<file path="config.mk">
export PLATFORM = sky130hd
export DESIGN_NAME = uart_frame_parser
export DESIGN_NICKNAME = d
export VERILOG_FILES = /design/src/rtl/uart_frame_parser.sv
export SDC_FILE = /design/constraint.sdc
export NUM_CORES = 1
export LEC_CHECK = 0
export CORE_AREA = 2 2 121 123
export DETAILED_ROUTE_END_ITERATION = 12
export DIE_AREA = 0 0 123 125
export GPL_TIMING_DRIVEN = 0
export PLACE_DENSITY = 0.71
export SLEW_MARGIN = 20
export SYNTH_ARGS = -nofsm -noshare
export SYNTH_HDL_FRONTEND = slang
export SYNTH_SLANG_ARGS = --single-unit
</file>
<file path="constraint.sdc">
create_clock -name i_clk -period 5.75 [get_ports i_clk]
set_clock_uncertainty 0.05 [all_clocks]
set_input_delay 1.4375 -clock i_clk [delete_from_list [all_inputs] [get_ports i_clk]]
set_output_delay 1.4375 -clock i_clk [all_outputs]
set_load 0.02 [all_outputs]
</file>
<file path="src/rtl/uart_frame_parser.sv">
// Assembles SOF/CMD/LEN/payload/CHK byte frames from uart_rx into a single valid/ready output slot.
// Define UART_FRAME_PARSER_STATS_EN to build the saturating error counters; otherwise o_err_* read 0.
module uart_frame_parser #(
  parameter logic [7:0] SOF_BYTE     = 8'hAA,
  parameter int         MAX_PAYLOAD  = 4,
  parameter int         TIMEOUT_CLKS = 50000,
  parameter int         CNT_W        = 8
) (
  input  logic                     i_clk,
  input  logic                     i_rst_n,
  input  logic                     i_rx_dv,
  input  logic [7:0]               i_rx_byte,
  output logic                     o_cmd_valid,
  input  logic                     i_cmd_ready,
  output logic [7:0]               o_cmd,
  output logic [3:0]               o_len,
  output logic [8*MAX_PAYLOAD-1:0] o_payload,
  output logic [CNT_W-1:0]         o_err_chk,
  output logic [CNT_W-1:0]         o_err_len,
  output logic [CNT_W-1:0]         o_err_timeout,
  output logic [CNT_W-1:0]         o_err_ovf
);

  localparam int TW = $clog2(TIMEOUT_CLKS + 1);

  typedef enum logic [2:0] {S_SOF, S_CMD, S_LEN, S_PAY, S_CHK} state_t;

  state_t                   state;
  logic [7:0]               cmd;
  logic [3:0]               len;
  logic [3:0]               idx;
  logic [7:0]               acc;
  logic [7:0]               pay [MAX_PAYLOAD];
  logic [8*MAX_PAYLOAD-1:0] pay_flat;
  logic [TW-1:0]            tmo_cnt;
  logic                     commit;
  logic                     len_bad;
  logic                     tmo_hit;

  // Per-cycle frame events derived from the current byte strobe and parser state
  always_comb begin
    commit  = 1'b0;
    len_bad = 1'b0;
    tmo_hit = 1'b0;
    if (i_rx_dv) begin
      commit  = (state == S_CHK) && (i_rx_byte == acc);
      len_bad = (state == S_LEN) && (i_rx_byte > 8'(MAX_PAYLOAD));
    end else begin
      tmo_hit = (state != S_SOF) && (tmo_cnt == TW'(TIMEOUT_CLKS - 1));
    end
  end

  // Flatten the payload buffer; buffer is cleared per frame so bytes beyond len are already 0
  always_comb begin
    pay_flat = '0;
    for (int k = 0; k < MAX_PAYLOAD; k++) begin
      pay_flat[8*k +: 8] = pay[k];
    end
  end

  // Byte sequencer: frame assembly, checksum accumulation and inter-byte timeout
  always_ff @(posedge i_clk) begin
    if (!i_rst_n) begin
      state   <= S_SOF;
      cmd     <= 8'h00;
      len     <= 4'h0;
      idx     <= 4'h0;
      acc     <= 8'h00;
      tmo_cnt <= '0;
      for (int k = 0; k < MAX_PAYLOAD; k++) pay[k] <= 8'h00;
    end else begin
      if (i_rx_dv || state == S_SOF || tmo_hit) begin
        tmo_cnt <= '0;
      end else begin
        tmo_cnt <= tmo_cnt + TW'(1);
      end

      if (i_rx_dv) begin
        case (state)
          S_SOF: begin
            if (i_rx_byte == SOF_BYTE) state <= S_CMD;
          end
          S_CMD: begin
            cmd   <= i_rx_byte;
            acc   <= i_rx_byte;
            len   <= 4'h0;
            idx   <= 4'h0;
            for (int k = 0; k < MAX_PAYLOAD; k++) pay[k] <= 8'h00;
            state <= S_LEN;
          end
          S_LEN: begin
            acc <= acc ^ i_rx_byte;
            if (len_bad) begin
              state <= S_SOF;
            end else if (i_rx_byte == 8'h00) begin
              len   <= 4'h0;
              state <= S_CHK;
            end else begin
              len   <= i_rx_byte[3:0];
              idx   <= 4'h0;
              state <= S_PAY;
            end
          end
          S_PAY: begin
            for (int k = 0; k < MAX_PAYLOAD; k++) begin
              if (idx == 4'(k)) pay[k] <= i_rx_byte;
            end
            acc <= acc ^ i_rx_byte;
            if (idx == len - 4'd1) begin
              state <= S_CHK;
            end else begin
              idx <= idx + 4'd1;
            end
          end
          S_CHK:   state <= S_SOF;
          default: state <= S_SOF;
        endcase
      end else if (tmo_hit) begin
        state <= S_SOF;
      end
    end
  end

  // Output slot: a commit loads unless the slot is full and not being drained this cycle
  always_ff @(posedge i_clk) begin
    if (!i_rst_n) begin
      o_cmd_valid <= 1'b0;
      o_cmd       <= 8'h00;
      o_len       <= 4'h0;
      o_payload   <= '0;
    end else if (commit && !(o_cmd_valid && !i_cmd_ready)) begin
      o_cmd_valid <= 1'b1;
      o_cmd       <= cmd;
      o_len       <= len;
      o_payload   <= pay_flat;
    end else if (o_cmd_valid && i_cmd_ready) begin
      o_cmd_valid <= 1'b0;
    end
  end

`ifdef UART_FRAME_PARSER_STATS_EN
  logic chk_bad;
  logic ovf;

  function automatic logic [CNT_W-1:0] sat_inc(input logic [CNT_W-1:0] v, input logic ev);
    if (ev && (v != {CNT_W{1'b1}})) begin
      return v + CNT_W'(1);
    end else begin
      return v;
    end
  endfunction

  // Drop and checksum-failure events for the statistics counters
  always_comb begin
    chk_bad = i_rx_dv && (state == S_CHK) && (i_rx_byte != acc);
    ovf     = commit && o_cmd_valid && !i_cmd_ready;
  end

  // Saturating error counters
  always_ff @(posedge i_clk) begin
    if (!i_rst_n) begin
      o_err_chk     <= '0;
      o_err_len     <= '0;
      o_err_timeout <= '0;
      o_err_ovf     <= '0;
    end else begin
      o_err_chk     <= sat_inc(o_err_chk, chk_bad);
      o_err_len     <= sat_inc(o_err_len, len_bad);
      o_err_timeout <= sat_inc(o_err_timeout, tmo_hit);
      o_err_ovf     <= sat_inc(o_err_ovf, ovf);
    end
  end
`else
  assign o_err_chk     = '0;
  assign o_err_len     = '0;
  assign o_err_timeout = '0;
  assign o_err_ovf     = '0;
`endif

endmodule

</file>
# == Word-level counts from Yosys, hierarchy flattened ==
# Memory sizes are Yosys's and may differ from the RTL's. A register that Yosys moved wholly into a read port is not among the register bits.
# Cells that the tools add are included.
# word_totals
mem_bits_ro,0
in_bits,12
ramBits,32
latch_bits,0
out_inout_bits,77
register_bits,56
wordCells,123
n_memories,1
# memory_table
name,depth,width,read_ports,rd_clocked_by_memory_dff,write_ports,line,text
pay,4,8,4,4,4,33,logic [7:0] pay [MAX_PAYLOAD];
# classes
shift,0
multipliers,0
eq_ne,16
n_addsub,3
n_lt_le_gt_ge,1
reduce_logical,30
mux,53
bitwise,10
div,0
# ops
operator,count
$mux 8,8
$mux 1,30
$mux 4,5
$mux 3,6
$add 16x1->16 const B,1
$eq 16x16->1 const B,1
$pmux 8 s2,1
$pmux 3 s4,1
$pmux 4 s3,1
$eq 4x2->1 const B,2
$eq 8x8->1,1
$eq 8x8->1 const B,1
$gt 8x3->1 const B,1
$logic_not 8->1,1
$or 1x1->1,8
$pmux 4 s2,1
$reduce_bool 2->1,4
$xor 8x8->8,1
$eq 3x2->1 const B,2
$logic_and 1x1->1,6
$logic_not 1->1,6
$ne 2x2->1 const B,3
$reduce_and 3->1,2
$reduce_bool 3->1,2
other kinds (15),18

# == Longest topological paths before layout ==
# Gate-level depths: netlist of the first run.
# logic_depth
depth_word,7
mapped_depth,8
mapped_depth_nobuf,7

# == Least setup slack after synthesis of the first run ==
# OpenSTA, ideal clock, no wires.
# synth_path
path_type,input-to-reg
from,in i_rst_n
to,mem pay[0][0] (enable)
slack_ps,2696
arrival_ps,2678
path_stages,5
n_path_buf,2
cell_sequence,buf_2 inv_1 nor4_2 clkbuf_1 a21o_1
# synth_lines
item,line,text
"start, declared",10,"input logic i_rst_n,"
"end, declared",33,

==> results of run 1 <==
[worst min-delay path, stage by stage (launching register included)]
cell and delay (ns):
dfxtp_1 0.30, nand2_1 0.05, a21oi_1 0.05
[how the worst min path moves through the flow]
| stage | startpoint | to | slack [ns] |
|---|---|---|---|
| 2_1_floorplan | tmo_cnt[0] | tmo_cnt[0] | 0.37 |
| 3_3_place_gp | tmo_cnt[0] | tmo_cnt[0] | 0.38 |
| 3_5_place_dp | o_len[2] | o_len[2] | 0.39 |
| 4_1_cts | o_len[2] | o_len[2] | 0.40 |
| 5_1_grt | o_payload[16] | o_payload[16] | 0.42 |
| 6_report | o_len[2] | o_len[2] | 0.40 |
[power by group]
group / switching (mW) / internal [mW] / total [mW]
clock network: 0.375 / 0.698 / 1.07
registers: 0.00528 / 0.871 / 0.876
logic: 0.0700 / 0.0354 / 0.105
total: 0.451 / 1.60 / 2.06
[per-stage QoR]
stage	hold slack (ns)	area [sq um]	std cells	util	total power, mW
2_1_floorplan	0.368	5350	627	-	0.974
3_3_place_gp	0.384	6080	861	0.428	0.998
3_5_place_dp	0.392	6080	861	0.428	0.998
4_1_cts	0.399	6690	893	0.471	2.07
5_1_grt	0.417	6690	893	0.471	2.12
6_report	0.398	6690	893	0.471	2.06
[flip-flops by register name, indices dropped and copies added (netlist names)]
| name | count |
|---|---|
| cmd | 8 |
| state | 3 |
| len | 4 |
| o_payload | 32 |
| o_len | 4 |
| tmo_cnt | 16 |
| acc | 8 |
| o_cmd_valid | 1 |
| o_cmd | 8 |
| idx | 4 |
| pay | 32 |
[final cells by class]
cell class | instances | area [sq um] | area share
buffer | 66 | 412 | 0.0616
sequential | 120 | 2640 | 0.395
clock buffer | 21 | 493 | 0.0737
timing repair buffer | 50 | 500 | 0.0749
tap | 184 | 230 | 0.0344
inverter | 8 | 30.0 | 0.00449
clock inverter | 11 | 115 | 0.0172
multi-input combinational | 433 | 2260 | 0.339
[synthesized netlist by cell type (2+ instances only)]
master    count  area, sq um
nand2b_1      3         18.8
or4b_1        3         30.0
buf_6         4         45.0
nand3_1       7         35.0
nand2_1     154          578
nand4_1      12         75.1
buf_2        11         55.1
edfxtp_1     24          721
clkbuf_1     19         71.3
dfxtp_1      96         1920
buf_4        32          240
o31ai_1       2         15.0
xnor2_1      24          210
ha_1          6         75.1
and3_1       28          175
a21oi_1      58          290
nand3b_1      3         22.5
nor2_1       39          146
or3_1         2         12.5
mux2i_1       2         20.0
nor2b_1       3         18.8
a21o_1        3         22.5
inv_1         8         30.0
xor2_1       10         87.6
nor3_1        8         40.0
o21ai_0      14         70.1
[cells in the final DEF, fill, tap and decap left out, drive strengths merged, types with 2 or more instances in the layout]
cell type / synthesis / layout
ha: 6 / 6
or4b: 3 / 3
nor2b: 3 / 3
nand4: 13 / 13
nand2b: 3 / 3
nor3: 8 / 8
or3: 2 / 2
and3: 28 / 28
mux2i: 2 / 2
a21oi: 58 / 58
clkdlybuf4s50: 0 / 50
clkbuf: 19 / 40
inv: 8 / 10
edfxtp: 24 / 24
dfxtp: 96 / 96
conb: 1 / 32
o31ai: 2 / 2
bufinv: 0 / 2
nor2: 39 / 39
clkinvlp: 0 / 2
buf: 47 / 47
nor4: 2 / 2
clkinv: 0 / 5
nand2: 154 / 154
xor2: 10 / 10
xnor2: 24 / 24
nand3: 7 / 7
o21ai: 14 / 14
nand3b: 3 / 3
a21o: 3 / 3
[layer usage]
layer	GRT usage	up-vias	wire length [um]
li1	-	2130	-
met1	0.201	1921	4930
met2	0.242	116	5450
met3	0.0470	9	784
met4	0.0388	0	102
met5	0	-	0
[logic make-up (layout without fill, tap and decap cells)]
kind of cell / after synthesis / in the layout
XOR/XNOR: 35 / 35
adder cells (fa/ha/maj): 6 / 6
flip-flops: 120 / 120
other: 1 / 32
multiplexers: 2 / 2
AO/OA/AOI/OAI: 86 / 86
buffers and inverters: 74 / 156
AND/OR/NAND/NOR: 272 / 272
==> metrics.cfg, run 1 <==
[outcome]
outcome = finished, final reports clean

[power]
ir_drop_v = 0.000204
power_density_nw_per_um2 = 307
p_leak_nw = 2.54

[yosys]
synth-compound-area-share = 0.0897
synth_edf_count = 24
synth_cells = 596
async_reset_ff_frac = 0
synth_xor_area_frac = 0.0612
synth_top_family_by_area = simple AND/OR/NAND/NOR gates
yosys.cell_types.count = 47
synth_seq_area_share = 0.505
ys_ff_latch = 120
synthSimpleGateAreaFrac = 0.241
syn_avg_cell_area_sq_um = 8.78
ys_warn_count = 0
synthAdderAreaFrac = 0.0144
syn_area_sq_um = 5230
synthMuxAreaShare = 0.00383
synthFlopType = dfxtp_1

[placed_design]
io_buffers = 50
dp_slack_ns = 1.81
dpl.hpwl_mm = 7.61
gp_congestion = 0.841

[global_routing]
grtUsageTotal = 0.152
grt_pass1_vias = 3795
grt_first_pass_wirelength_mm = 18.5
grt_max_degree = 17
grt_antenna_before_repair = 0
grt_overflow = 0

[critical_path]
worstSetupStartpointType = input pin
crit_end = pay[0][7]
reg2reg_depth = 4
crit_required_ns = 5.77
r2r_slack_ns = 3.50
crit_start = i_rx_dv
cp-end-kind = register
r2r-start = state[2]
slowest_delay_ns = 0.63
regToRegEndpoint = pay[0][7]
critical_path_arrival_ns = 3.52
crit_buf_inv = 2
crit_cells = 5
crit_slowest_cell = clkdlybuf4s50_1
path_class = input pin to register
worstPathCellList = clkdlybuf4s50_1 > nand4b_1 > nor4_2 > clkbuf_1 > a21o_1
cp_max_fo = 10
crit_family = buffers and inverters

[die]
core_sq_um = 14200
rows = 44
ioPinCount = 89
start_util = 0.368
die_area_sq_um = 15400
die_h_um = 125
dieWidth_um = 123

[finish]
drive_above_1_share = 0.117
antenna_cells = 0
area_delta_synth_final_pct = 27.8
fillCellCount = 1418
num-nets-final = 714

[sta]
finalHoldViolations = 0
post-route-period-util = 0.608
finalSetupViolCount = 0
fin_crit_ns = 3.49
slew_headroom = 0.523
tightestPinTransition_ns = 0.712
rsz0062_at_grt = no
finalSetupTns_ns = 0
slew_viol_final = 0
fmax_mhz = 286
setup_slack_ns = 2.26

[clocking]
cts_setup_buffers = 0
htree_levels = 4
cts_max_path_buffers = 2
clkTransAtPathRegs_ns = 0.05
postCtsHoldBufs = 0
clock-root-buffer = clkbuf_16
cts.repair.resized = 0
insertion_delay_ns = 0.40
clock-sinks = 120
cts-buffers-inserted = 17
tritoncts = yes

[routing]
first_iter_violations = 316
drc = 0
ant_nets = 0
wirelength_mm = 11.3
wire_per_inst_um = 12.6
vias = 4176
drt_first_pass_iters = 4
vias_per_cell = 4.68

[worst_hold_path]
hold_depth = 2
hold_path_class = register to register

[run]
maxCapViolCount = 0

Note: power is estimated with default switching activity, not from simulation.
==> inputs of run 2 (changes only) <==
Settings changed: PLACE_DENSITY 0.71 to 0.73.
Clock period 5.75 ns to 3.2 ns, I/O delays scaled along.
==> run 2 against run 1 <==
  * Combinational power grew 81%
  * First-iteration DRC count shrank 2.2%
  * Die area is the same
  * Utilization shrank 0.42 points
  * Cell count is the same
  * Sequential cell count is the same
  * Count of clock-buffer cells in the layout grew 3
  * Register-to-register slack lost 2.6 ns
  * Sequential share of layout area grew 0.36 points
  * Worst hold slack is essentially flat
  * Largest power group unchanged
  * Critical path depth is the same
  * Setup slack lost 1.9 ns
==> metrics.cfg, run 2 (synthesized netlist as in run 1, its figures left out) <==
[finish]
most-common-layout-cells = nand2_1, dfxtp_1, a21oi_1, clkdlybuf4s50_1, nor2_1
fin_area_sq_um = 6630  ; -0.90%
instances_no_fill = 893  ; unchanged
drive_above_1_share = 0.116  ; -0.00141
reg_top3 = o_payload (32), pay (32), tmo_cnt (16)
ff_latch_area_sq_um = 2640  ; unchanged
num-nets-final = 714  ; unchanged
area_delta_synth_final_pct = 26.7
fillCellCount = 1366  ; -3.7%
multi_input_area_sq_um = 2260  ; unchanged
final_common_cell = nand2_1
post-route-util = 0.467  ; -0.00423
antenna_cells = 0  ; unchanged

[sta]
slew_headroom = 0.531  ; +0.00721
post-route-period-util = 0.903
fmax_mhz = 346
finalSetupViolCount = 0  ; unchanged
tightestPinTransition_ns = 0.701  ; -0.0108 ns
finalHoldViolations = 0  ; unchanged
slew_viol_final = 0  ; unchanged
fin_crit_ns = 2.89
finalSetupTns_ns = 0  ; unchanged
rsz0062_at_grt = no

[die]
start_util = 0.368  ; unchanged
core_sq_um = 14200  ; unchanged
rows = 44  ; unchanged
die_area_sq_um = 15400  ; unchanged
ioPinCount = 89  ; unchanged
dieWidth_um = 123  ; unchanged
die_h_um = 125  ; unchanged

[routing]
wire_per_inst_um = 12.5  ; -0.86%
wirelength_mm = 11.2  ; -0.86%
first_iter_violations = 309  ; -2.2%
drc = 0  ; unchanged
drt_first_pass_iters = 6  ; +2
vias = 4174  ; -0.048%
vias_per_cell = 4.67  ; about the same
ant_nets = 0  ; unchanged

[worst_hold_path]
min_from = o_payload[26]
hold_path_class = register to register
hold_depth = 2  ; unchanged
min_to = o_payload[26]

[run]
maxCapViolCount = 0  ; unchanged

[placed_design]
dpl.hpwl_mm = 7.74  ; +1.7%
gp_congestion = 0.852  ; +1.3%
placed_cell_area_sq_um = 6080  ; unchanged
place_inst = 861  ; unchanged
io_buffers = 50  ; unchanged

[clocking]
cts-buffers-inserted = 17  ; unchanged
cts.repair.resized = 0  ; unchanged
clkTransAtPathRegs_ns = 0.06  ; about the same
clock-sinks = 120  ; unchanged
clock-root-buffer = clkbuf_16
cts_setup_buffers = 0  ; unchanged
tritoncts = yes
insertion_delay_ns = 0.41  ; about the same
htree_levels = 4  ; unchanged
postCtsHoldBufs = 0  ; unchanged
cts_max_path_buffers = 2  ; unchanged

[critical_path]
r2r_slack_ns = 0.91  ; -2.59 ns
path_class = input pin to register
worstSetupStartpointType = input pin
reg2reg_depth = 4  ; unchanged
critical_path_arrival_ns = 2.92  ; -0.60 ns
cp-end-kind = register
regToRegEndpoint = pay[0][5]
r2r-start = state[2]
cp_max_fo = 10  ; unchanged
crit_required_ns = 3.23  ; -2.54 ns

[power]
power_density_nw_per_um2 = 527  ; +72%
p_leak_nw = 2.52  ; -0.95%
power_mw = 3.50  ; +70%
ir_drop_v = 0.000426  ; +110%

[outcome]
outcome = finished, final reports clean

[global_routing]
grt_antenna_before_repair = 0  ; unchanged
grt_pass1_vias = 3857  ; +1.6%
grt_max_degree = 17  ; unchanged
grt_overflow = 0  ; unchanged
grtUsageTotal = 0.150  ; -0.00196
grt_first_pass_wirelength_mm = 18.2  ; -1.9%

[run 2: cell types whose count changed in the layout (fill, tap and decap cells not counted)]
cell,change
clkinv_2,+1
clkbuf_16,-2
clkinvlp_4,-1
clkinv_4,+1
inv_4,-1
clkbuf_1,+1
inv_6,-1
clkbuf_8,+4
bufinv_16,-2
[run 2: power breakdown]
part | switching, mW | leakage [nW] | total, mW | internal, mW
registers | 0.00969 | 1.02 | 1.57 | 1.56
logic | 0.126 | 1.22 | 0.190 | 0.0637
clock network | 0.648 | 0.276 | 1.73 | 1.08
total | 0.783 | 2.52 | 3.50 | 2.71
[run 2: how the worst max path moves through the flow]
| stage | startpoint | to | slack (ns) | cells past startpoint |
|---|---|---|---|---|
| floorplan | i_rst_n | pay[0][0] | 0.78 | 5 |
| global placement | i_rx_dv | pay[0][4] | -0.08 | 5 |
| detailed placement | i_rx_dv | pay[0][3] | -0.08 | 5 |
| CTS | i_rx_dv | pay[0][5] | 0.32 | 5 |
| global route | i_rx_dv | pay[0][5] | 0.09 | 5 |
| finish | i_rx_dv | pay[0][5] | 0.31 | 5 |
[run 2: layout make-up]
cell class,count,area share
clock inverter,8,0.00699
multi-input combinational,433,0.342
timing repair buffer,50,0.0755
inverter,8,0.00453
buffer,66,0.0621
clock buffer,24,0.0757
sequential,120,0.399
tap,184,0.0347
[run 2: stage by stage]
step	setup WS, ns	hold WS, ns
floorplan	0.784	0.368
global placement	-0.0834	0.383
detailed placement	-0.0812	0.392
CTS	0.317	0.402
global route	0.0899	0.417
finish	0.311	0.398
[run 2: layer usage]
metal | GRT usage | up-vias | part of all wire
met2 | 0.249 | 116 | 0.47
met5 | 0 | - | 0
met1 | 0.184 | 1906 | 0.44
li1 | - | 2131 | -
met4 | 0.0582 | 0 | 0.021
met3 | 0.0424 | 21 | 0.061
[run 2: critical path, stage by stage]
cell	delay [ns]
clkdlybuf4s50_1	0.62
nand4b_1	0.20
nor4_2	0.55
clkbuf_1	0.37
a21o_1	0.37
==> inputs of run 3 (changes only) <==
Settings changed: CELL_PAD_IN_SITES_DETAIL_PLACEMENT set to 1, CELL_PAD_IN_SITES_GLOBAL_PLACEMENT set to 1, CORE_AREA 2 2 121 123 to 2 2 124 126, DIE_AREA 0 0 123 125 to 0 0 126 128, PLACE_DENSITY 0.73 to 0.86.
==> run 3 against run 2 <==
  * Highest routed layer unchanged
  * Sequential cell count unchanged
  * Wire length rose by 25%
  * Sequential power is essentially flat
  * Register-to-register slack got worse by 0.03 ns
  * Power barely moved
  * Clock power about the same
  * Sequential share of layout area increased by 0.060 points
  * Utilization shrank 2.1 points
  * Largest power group unchanged
  * Cell area decreased by 0.15%
  * Critical path depth did not move
  * Setup slack improved by 0.057 ns
  * Cell count is 0.45% higher
==> metrics.cfg, run 3 (synthesized netlist as in run 1, its figures left out) <==
[outcome]
outcome = finished, final reports clean

[finish]
antenna_cells = 0  ; unchanged
most-common-layout-cells = nand2_1, dfxtp_1, a21oi_1, clkdlybuf4s50_1, nor2_1
ff_latch_area_sq_um = 2640  ; unchanged
final_common_cell = nand2_1
multi_input_area_sq_um = 2270  ; +0.39%
drive_above_1_share = 0.109  ; -0.00705
reg_top3 = o_payload (32), pay (32), tmo_cnt (16)
area_delta_synth_final_pct = 26.5
fillCellCount = 1787  ; +31%
num-nets-final = 714  ; unchanged

[die]
core_sq_um = 14900  ; +4.7%
die_h_um = 128  ; +2.4%
rows = 45  ; +2.3%
ioPinCount = 89  ; unchanged
dieWidth_um = 126  ; +2.4%
start_util = 0.352  ; -0.0164
die_area_sq_um = 16100  ; +4.9%

[power]
power_mw = 3.50  ; about the same
ir_drop_v = 0.000389  ; -8.6%
power_density_nw_per_um2 = 529  ; +0.24%
p_leak_nw = 2.49  ; -1.0%

[critical_path]
crit_required_ns = 3.24  ; about the same
reg2reg_depth = 6  ; +2
critical_path_arrival_ns = 2.87  ; -0.05 ns
r2r_slack_ns = 0.88  ; -0.03 ns
path_class = input pin to register
regToRegEndpoint = pay[2][5]
cp-end-kind = register
worstSetupStartpointType = input pin
cp_max_fo = 10  ; unchanged
r2r-start = state[0]

[global_routing]
grtUsageTotal = 0.176  ; +0.0261
grt_overflow = 0  ; unchanged
grt_pass1_vias = 4317  ; +12%
grt_antenna_before_repair = 0  ; unchanged
grt_max_degree = 17  ; unchanged
grt_first_pass_wirelength_mm = 22.3  ; +23%

[sta]
rsz0062_at_grt = no
fmax_mhz = 353  ; +2.0%
slew_headroom = 0.530  ; -0.000910
post-route-period-util = 0.885  ; -0.0178
holdWs_ns = 0.400  ; +0.00137 ns
finalSetupViolCount = 0  ; unchanged
tightestPinTransition_ns = 0.703  ; +0.00136 ns
finalSetupTns_ns = 0  ; unchanged
finalHoldViolations = 0  ; unchanged
slew_viol_final = 0  ; unchanged
fin_crit_ns = 2.83  ; -0.0569 ns

[routing]
vias_per_cell = 4.84  ; +3.6%
wire_per_inst_um = 15.6  ; +24%
vias = 4342  ; +4.0%
wirelength_mm = 14.0  ; +25%
drt_first_pass_iters = 4  ; -2
drc = 0  ; unchanged
ant_nets = 0  ; unchanged
first_iter_violations = 275  ; -11%

[worst_hold_path]
hold_path_class = register to register
min_from = o_payload[27]
min_to = o_payload[27]
hold_depth = 2  ; unchanged

[clocking]
postCtsHoldBufs = 0  ; unchanged
clock-sinks = 120  ; unchanged
htree_levels = 4  ; unchanged
clock-root-buffer = clkbuf_16
insertion_delay_ns = 0.43  ; +0.02 ns
clkTransAtPathRegs_ns = 0.05  ; about the same
cts_setup_buffers = 0  ; unchanged
cts-buffers-inserted = 17  ; unchanged
cts_max_path_buffers = 2  ; unchanged
cts.repair.resized = 0  ; unchanged
tritoncts = yes

[placed_design]
gp_congestion = 0.796  ; -6.5%
io_buffers = 50  ; unchanged
dpl.hpwl_mm = 9.21  ; +19%

[run]
maxCapViolCount = 0  ; unchanged

[run 3: changes by cell type in the layout (fill, tap and decap cells not counted), sizes merged]
| cell | delta |
|---|---|
| clkbuf | -3 |
| clkinvlp | +2 |
| bufinv | +1 |
[run 3: per-layer routing]
| layer | share of wire | global-route usage | vias up |
|---|---|---|---|
| met5 | 0 | 0 | - |
| met4 | 0.018 | 0.0711 | 0 |
| met3 | 0.058 | 0.0451 | 23 |
| met2 | 0.51 | 0.312 | 129 |
| met1 | 0.42 | 0.204 | 2058 |
| li1 | - | - | 2132 |
[run 3: through the flow]
step	area (sq um)	setup WS (ns)	util	instances
3_5_place_dp	6080	-0.157	0.409	865
3_3_place_gp	6080	-0.117	0.409	865
2_1_floorplan	5350	0.784	-	627
5_1_grt	6620	0.164	0.445	897
6_report	6620	0.368	0.445	897
4_1_cts	6610	0.256	0.445	897
[run 3: area by class of cell]
| cell class | instances | share of cell area |
|---|---|---|
| Clock buffer | 21 | 0.0666 |
| Buffer | 66 | 0.0622 |
| Tap cell | 188 | 0.0356 |
| Timing Repair Buffer | 50 | 0.0756 |
| Multi-Input combinational cell | 433 | 0.343 |
| Clock inverter | 11 | 0.0127 |
| Sequential cell | 120 | 0.399 |
| Inverter | 8 | 0.00454 |
[run 3: worst max-delay path by stage]
stage	startpoint	to	slack (ns)	cells past startpoint
2_1_floorplan	i_rst_n	pay[0][0]	0.78	5
3_3_place_gp	i_rx_dv	pay[0][3]	-0.12	5
3_5_place_dp	i_rx_dv	pay[0][5]	-0.16	5
4_1_cts	i_rx_dv	pay[3][5]	0.26	5
5_1_grt	i_rx_dv	pay[1][6]	0.16	5
6_report	i_rx_dv	pay[0][4]	0.37	5
[run 3: power breakdown]
part	internal (mW)	leakage [nW]	switching, mW	total [mW]
logic	0.0638	1.22	0.134	0.198
clock network	1.05	0.249	0.676	1.72
registers	1.56	1.02	0.0110	1.58
total	2.68	2.49	0.821	3.50
[run 3: worst max-delay path, stage by stage]
cell and delay [ns]:
clkdlybuf4s50_1 0.66, nand4b_1 0.26, nor4_4 0.39, clkbuf_1 0.37, a21o_1 0.39
